### src/rtl/sauria_cfg_axil_master.sv
`default_nettype none
`timescale 1ns/1ps
// ---------------------------------------------------------------------------
// sauria_cfg_axil_master : single-outstanding AXI4-Lite master for the SAURIA
//                          cfg slave port, with sticky hung-slave timeout flag
// Revision: 1.0
// ---------------------------------------------------------------------------
module sauria_cfg_axil_master #(
  parameter int          ADDR_W         = 32,
  parameter int          DATA_W         = 32,
  parameter logic [2:0]  AXI_PROT       = 3'b000,
  parameter int          TIMEOUT_CYCLES = 1024
) (
  input  logic                i_system_clk,
  input  logic                i_system_rstn,
  input  logic                i_cmd_valid,
  output logic                o_cmd_ready,
  input  logic                i_cmd_write,
  input  logic [ADDR_W-1:0]   i_cmd_addr,
  input  logic [DATA_W-1:0]   i_cmd_wdata,
  input  logic [DATA_W/8-1:0] i_cmd_wstrb,
  output logic                o_rsp_valid,
  input  logic                i_rsp_ready,
  output logic                o_rsp_write,
  output logic [DATA_W-1:0]   o_rsp_rdata,
  output logic [1:0]          o_rsp_resp,
  output logic                o_timeout,
  output logic [ADDR_W-1:0]   o_cfg_axi_awaddr,
  output logic [2:0]          o_cfg_axi_awprot,
  output logic                o_cfg_axi_awvalid,
  input  logic                i_cfg_axi_awready,
  output logic [DATA_W-1:0]   o_cfg_axi_wdata,
  output logic [DATA_W/8-1:0] o_cfg_axi_wstrb,
  output logic                o_cfg_axi_wvalid,
  input  logic                i_cfg_axi_wready,
  input  logic [1:0]          i_cfg_axi_bresp,
  input  logic                i_cfg_axi_bvalid,
  output logic                o_cfg_axi_bready,
  output logic [ADDR_W-1:0]   o_cfg_axi_araddr,
  output logic [2:0]          o_cfg_axi_arprot,
  output logic                o_cfg_axi_arvalid,
  input  logic                i_cfg_axi_arready,
  input  logic [DATA_W-1:0]   i_cfg_axi_rdata,
  input  logic [1:0]          i_cfg_axi_rresp,
  input  logic                i_cfg_axi_rvalid,
  output logic                o_cfg_axi_rready
);

  typedef enum logic [2:0] {
    S_IDLE    = 3'd0,
    S_WR_REQ  = 3'd1,
    S_WR_RESP = 3'd2,
    S_RD_REQ  = 3'd3,
    S_RD_RESP = 3'd4,
    S_RSP     = 3'd5
  } state_e;

  state_e                state_q, state_d;
  logic [ADDR_W-1:0]     addr_q, addr_d;
  logic [DATA_W-1:0]     wdata_q, wdata_d;
  logic [DATA_W/8-1:0]   wstrb_q, wstrb_d;
  logic                  aw_done_q, aw_done_d;
  logic                  w_done_q, w_done_d;
  logic                  rsp_write_q, rsp_write_d;
  logic [DATA_W-1:0]     rsp_rdata_q, rsp_rdata_d;
  logic [1:0]            rsp_resp_q, rsp_resp_d;

  logic w_accept, w_busy, w_aw_hs, w_w_hs;

  assign w_accept = (state_q == S_IDLE) && i_cmd_valid;
  assign w_busy   = (state_q != S_IDLE) && (state_q != S_RSP);
  assign w_aw_hs  = o_cfg_axi_awvalid && i_cfg_axi_awready;
  assign w_w_hs   = o_cfg_axi_wvalid && i_cfg_axi_wready;

  always_comb begin
    state_d     = state_q;
    addr_d      = addr_q;
    wdata_d     = wdata_q;
    wstrb_d     = wstrb_q;
    aw_done_d   = aw_done_q;
    w_done_d    = w_done_q;
    rsp_write_d = rsp_write_q;
    rsp_rdata_d = rsp_rdata_q;
    rsp_resp_d  = rsp_resp_q;
    case (state_q)
      S_IDLE: begin
        if (i_cmd_valid) begin
          addr_d    = i_cmd_addr;
          wdata_d   = i_cmd_wdata;
          wstrb_d   = i_cmd_wstrb;
          aw_done_d = 1'b0;
          w_done_d  = 1'b0;
          state_d   = i_cmd_write ? S_WR_REQ : S_RD_REQ;
        end
      end
      S_WR_REQ: begin
        // AW and W complete independently; leave once both have been taken.
        if (w_aw_hs) aw_done_d = 1'b1;
        if (w_w_hs)  w_done_d  = 1'b1;
        if ((aw_done_q || w_aw_hs) && (w_done_q || w_w_hs)) state_d = S_WR_RESP;
      end
      S_WR_RESP: begin
        if (i_cfg_axi_bvalid) begin
          rsp_write_d = 1'b1;
          rsp_rdata_d = '0;
          rsp_resp_d  = i_cfg_axi_bresp;
          state_d     = S_RSP;
        end
      end
      S_RD_REQ: begin
        if (i_cfg_axi_arready) state_d = S_RD_RESP;
      end
      S_RD_RESP: begin
        if (i_cfg_axi_rvalid) begin
          rsp_write_d = 1'b0;
          rsp_rdata_d = i_cfg_axi_rdata;
          rsp_resp_d  = i_cfg_axi_rresp;
          state_d     = S_RSP;
        end
      end
      S_RSP: begin
        if (i_rsp_ready) state_d = S_IDLE;
      end
      default: state_d = S_IDLE;
    endcase
  end

  always_ff @(posedge i_system_clk or negedge i_system_rstn) begin
    if (!i_system_rstn) begin
      state_q     <= S_IDLE;
      addr_q      <= '0;
      wdata_q     <= '0;
      wstrb_q     <= '0;
      aw_done_q   <= 1'b0;
      w_done_q    <= 1'b0;
      rsp_write_q <= 1'b0;
      rsp_rdata_q <= '0;
      rsp_resp_q  <= '0;
    end else begin
      state_q     <= state_d;
      addr_q      <= addr_d;
      wdata_q     <= wdata_d;
      wstrb_q     <= wstrb_d;
      aw_done_q   <= aw_done_d;
      w_done_q    <= w_done_d;
      rsp_write_q <= rsp_write_d;
      rsp_rdata_q <= rsp_rdata_d;
      rsp_resp_q  <= rsp_resp_d;
    end
  end

  // Timeout only flags a hung slave; valids stay up so AXI ordering rules hold.
  if (TIMEOUT_CYCLES > 0) begin : g_timeout
    localparam int              CNT_W   = $clog2(TIMEOUT_CYCLES + 1);
    localparam logic [CNT_W-1:0] CNT_MAX = CNT_W'(TIMEOUT_CYCLES);
    logic [CNT_W-1:0] cnt_q, cnt_d;
    logic             timeout_q, timeout_d;

    always_comb begin
      cnt_d     = cnt_q;
      timeout_d = timeout_q;
      if (w_accept) begin
        cnt_d     = '0;
        timeout_d = 1'b0;
      end else if (w_busy && (cnt_q != CNT_MAX)) begin
        cnt_d = cnt_q + 1'b1;
        if (cnt_d == CNT_MAX) timeout_d = 1'b1;
      end
    end

    always_ff @(posedge i_system_clk or negedge i_system_rstn) begin
      if (!i_system_rstn) begin
        cnt_q     <= '0;
        timeout_q <= 1'b0;
      end else begin
        cnt_q     <= cnt_d;
        timeout_q <= timeout_d;
      end
    end

    assign o_timeout = timeout_q;
  end else begin : g_no_timeout
    assign o_timeout = 1'b0;
  end

  // Held low while reset is asserted, not just once the state is IDLE.
  assign o_cmd_ready       = (state_q == S_IDLE) && i_system_rstn;
  assign o_rsp_valid       = (state_q == S_RSP);
  assign o_rsp_write       = rsp_write_q;
  assign o_rsp_rdata       = rsp_rdata_q;
  assign o_rsp_resp        = rsp_resp_q;
  assign o_cfg_axi_awaddr  = addr_q;
  assign o_cfg_axi_awprot  = AXI_PROT;
  assign o_cfg_axi_awvalid = (state_q == S_WR_REQ) && !aw_done_q;
  assign o_cfg_axi_wdata   = wdata_q;
  assign o_cfg_axi_wstrb   = wstrb_q;
  assign o_cfg_axi_wvalid  = (state_q == S_WR_REQ) && !w_done_q;
  assign o_cfg_axi_bready  = (state_q == S_WR_RESP);
  assign o_cfg_axi_araddr  = addr_q;
  assign o_cfg_axi_arprot  = AXI_PROT;
  assign o_cfg_axi_arvalid = (state_q == S_RD_REQ);
  assign o_cfg_axi_rready  = (state_q == S_RD_RESP);

endmodule
`default_nettype wire
### config.mk
export PLATFORM = sky130hd
export DESIGN_NAME = sauria_cfg_axil_master
export DESIGN_NICKNAME = d
export VERILOG_FILES = /design/src/rtl/sauria_cfg_axil_master.sv
export SDC_FILE = /design/constraint.sdc
export NUM_CORES = 1
export LEC_CHECK = 0
export BUFFER_PORTS_ARGS = -buffer_cell sky130_fd_sc_hd__buf_2
export CAP_MARGIN = 40
export CORE_ASPECT_RATIO = 1.4
export CORE_MARGIN = 1.5
export CORE_UTILIZATION = 47
export CTS_BUF_LIST = sky130_fd_sc_hd__clkbuf_4 sky130_fd_sc_hd__clkbuf_8
export DETAILED_ROUTE_END_ITERATION = 6
export GPL_ROUTABILITY_DRIVEN = 0
export MAX_ROUTING_LAYER = met4
export PLACE_DENSITY = 0.81
export SLEW_MARGIN = 20
export SYNTH_ARGS = -nofsm -noshare
export SYNTH_HDL_FRONTEND = slang
export SYNTH_SLANG_ARGS = --single-unit
### constraint.sdc
create_clock -name i_system_clk -period 2.25 [get_ports i_system_clk]
set_input_delay 0.1125 -clock i_system_clk [delete_from_list [all_inputs] [get_ports i_system_clk]]
set_output_delay 0.1125 -clock i_system_clk [all_outputs]
set_load 0.05 [all_outputs]
==> impl_metrics.ini <==
[status]
status = finished, final reports clean

[final_layout]
stdcell_area_um2 = 7815
most-common-layout-cells = buf_2 (255), nand2_1 (219), dfrtp_1 (119)
final_common_cell = buf_2
final_nets = 992
area_growth_pct = 51.27
drive_gt1_share_pct = 34.31
final_core_util_pct = 72.67
finalNonFillerCells = 1031
nFillCells = 739

[global_routing]
grt_usage_pct = 27.88
grt_pass1_wl_mm = 24.60
grt_max_degree = 121
grt_overflow_total = 0
grt_pass1_vias = 5070
antenna_found_initial = 0

[timing]
setup_tns_ns = 0
setup_ws_ns = 0.1789
relSlewSlack_pct = 57.91
max_freq_mhz = 482.8
final_max_slew_viol_count = 0
rsz0062_at_grt = no
final-hold-violation-count = 0
clock_skew_ns = 0.005578
setup_viol = 0
fin_crit_sh_pct = 92.05
worst_slew_pin_slew_ns = 0.6314
min_period_ns = 2.071
timing.hold.ws_ns = 0.06687

[floorplanning]
core-area_um2 = 10750
num_io_pins = 263
dieHeight_um = 127.1
die_w_um = 91.61
dieArea_um2 = 11640
initial_core_util_pct = 48.04
rows = 45

[detailed_routing]
wl_met1_mm = 6.081
drt_iter0_markers = 295
drtPass1Iterations = 6
wl_met2_mm = 8.238
vias_per_cell = 5.046
wl_per_cell_um = 15.34
top_layer = met4
wl_met3_um = 926
via_count = 5202
drc = 0
ant_nets = 0
routed_wl_mm = 15.81

[critical_path]
r2r-start = g_timeout.cnt_q[6]$_DFFE_PN0P_
timing.rr.end = g_timeout.cnt_q[9]$_DFFE_PN0P_
worstPathArrival_ns = 2.36
critPathKind = reg2reg
crit_path_end_kind = register
cp_max_fo = 22
r2r_setup_slack_ns = 0.18
start_kind = register
ff2ff_path_depth = 6
critical_path_required_ns = 2.54

[synthesis]
synth-seq-area-share_pct = 58.13
synth_ff_type = dfrtp_1
ys_seq_elements = 120
netlist_instances = 545
yosys_warnings = 0
async_reset_ff_share_pct = 100.0
synth_top_area_cell = dfrtp_1
synth-edff-count = 0
yosysTopAreaCellShare_pct = 58.13
syn-cell-area_um2 = 5166
avgSynthCellArea_um2 = 9.479
synthTopCellsByArea = dfrtp_1 (58%), nand2_1 (16%), buf_4 (6.0%)
ys_types = 38

[clock_network]
htreeDepth = 4
ctsLongestPathBuffers = 2
cts_setup_buffers = 0
numCtsBuffers = 17
worst_skew_pair.late_latency_ns = 0.42
clock-sinks = 120
cts_tree = yes
clk_pin_slew_worst_paths_ns = 0.07
root_buffer = clkbuf_8

[power]
ir_drop_uv = 906.9
total_power_mw = 13.76
powerDensity_nw_per_um2 = 1761
p_clk_share_pct = 13.6
leakage_nw = 4.303
power_frac_comb_pct = 58.6
switchingPower_mw = 7.769
p_sw_share_pct = 56.47
p_int_mw = 5.990
seqPwrFrac_pct = 27.8

[place]
dp_slack_ns = 0.2202
dpl.cell_count = 890
place_area_um2 = 6344
dpl.hpwl_mm = 9.080
io_buffer_count = 256

[hold_path]
min-delay-start = i_cmd_write
min_to = state_q[1]$_DFFE_PN0P_
min_path_cells = 4
min_path_type = in2reg

[flow_run]
cap_violations = 0
worst max-delay path by stage:
stage                                   start                        endpoint  slack (ns)  cells past startpoint
2_1_floorplan          state_q[0]$_DFFE_PN0P_                     o_rsp_valid        0.18                      3
3_3_place_gp   g_timeout.cnt_q[6]$_DFFE_PN0P_  g_timeout.cnt_q[9]$_DFFE_PN0P_        0.31                      6
3_5_place_dp   g_timeout.cnt_q[6]$_DFFE_PN0P_  g_timeout.cnt_q[9]$_DFFE_PN0P_        0.22                      6
4_1_cts                state_q[0]$_DFFE_PN0P_                o_cfg_axi_wvalid        0.12                      4
5_1_grt        g_timeout.cnt_q[6]$_DFFE_PN0P_  g_timeout.cnt_q[9]$_DFFE_PN0P_        0.09                      6
6_report       g_timeout.cnt_q[6]$_DFFE_PN0P_  g_timeout.cnt_q[9]$_DFFE_PN0P_        0.18                      6
routing by layer:
metal / up-vias / global-route usage, %
met2: 256 / 47.15
met4: 0 / 13.60
met3: 54 / 5.952
met5: - / -
met1: 2478 / 31.25
li1: 2414 / -
synthesized netlist by cell type, drive strengths merged (2+ instances only):
cell,instances
nand2,220
a31oi,4
and2,3
ha,2
nor3,4
nor3b,2
mux2i,3
o22ai,3
a21oi,5
nand3,6
o41ai,4
mux2,2
nand2b,5
o31ai,4
or4,2
inv,7
buf,45
o21ai,21
a22o,32
nor2,17
nand4,2
clkbuf,21
dfrtp,120
what timing repair did:
item                                    4_1_cts  5_1_grt
hold buffers                                108        0
endpoints found under the setup margin        0        2
resized for setup                             0        1
endpoints found under the hold margin       225        0
cells by family (layout without fill, tap and decap cells):
kind of cell               Yosys count  in the layout  synth area share, %
and+or+nand+nor                    264            264                20.42
DFF                                120            120                58.13
AOI/OAI and AO/OA                   78             78                11.24
buffers and inverters               73            412                8.307
muxes                                5              5                1.017
adders and majority gates            2              2               0.4843
xor gates and xnor gates             2              2               0.3391
other                                1              7              0.07259
power by group through the flow:
stage               Sequential [mW]  Clock [mW]  Combinational, mW
CTS                            3.78        1.92               7.97
floorplan                      6.80           0               3.34
detailed placement             3.80           0               7.82
finish                         3.82        1.87               8.06
global route                   3.94        2.01               8.46
global placement               3.76           0               7.70
sequential cells by signal, indices dropped and copies added (netlist names):
name              cells
aw_done_q             1
state_q               3
o_timeout             1
o_cfg_axi_araddr     32
o_cfg_axi_wstrb       4
w_done_q              1
o_rsp_write           1
o_cfg_axi_wdata      32
o_rsp_rdata          32
g_timeout.cnt_q      11
o_rsp_resp            2
layout make-up:
| class | instances | area [um2] | area share, % |
|---|---|---|---|
| clock buffers | 17 | 234.0 | 2.994 |
| well taps | 141 | 176.4 | 2.257 |
| multi-input cells | 357 | 1762 | 22.54 |
| clock inverters | 15 | 152.6 | 1.953 |
| flip-flops and latches | 120 | 3004 | 38.44 |
| repair buffers | 373 | 2457 | 31.44 |
| diodes | 1 | 2.502 | 0.03202 |
| inverters | 7 | 26.28 | 0.3362 |
worst max-delay path: stages (launching register included):
cell     delay, ns
dfrtp_1       0.46
or4_4         0.58
o32ai_4       0.30
buf_4         0.28
nor2_1        0.09
o21ai_1       0.14
o21ai_0       0.10
(Power assumes the default switching activity.)
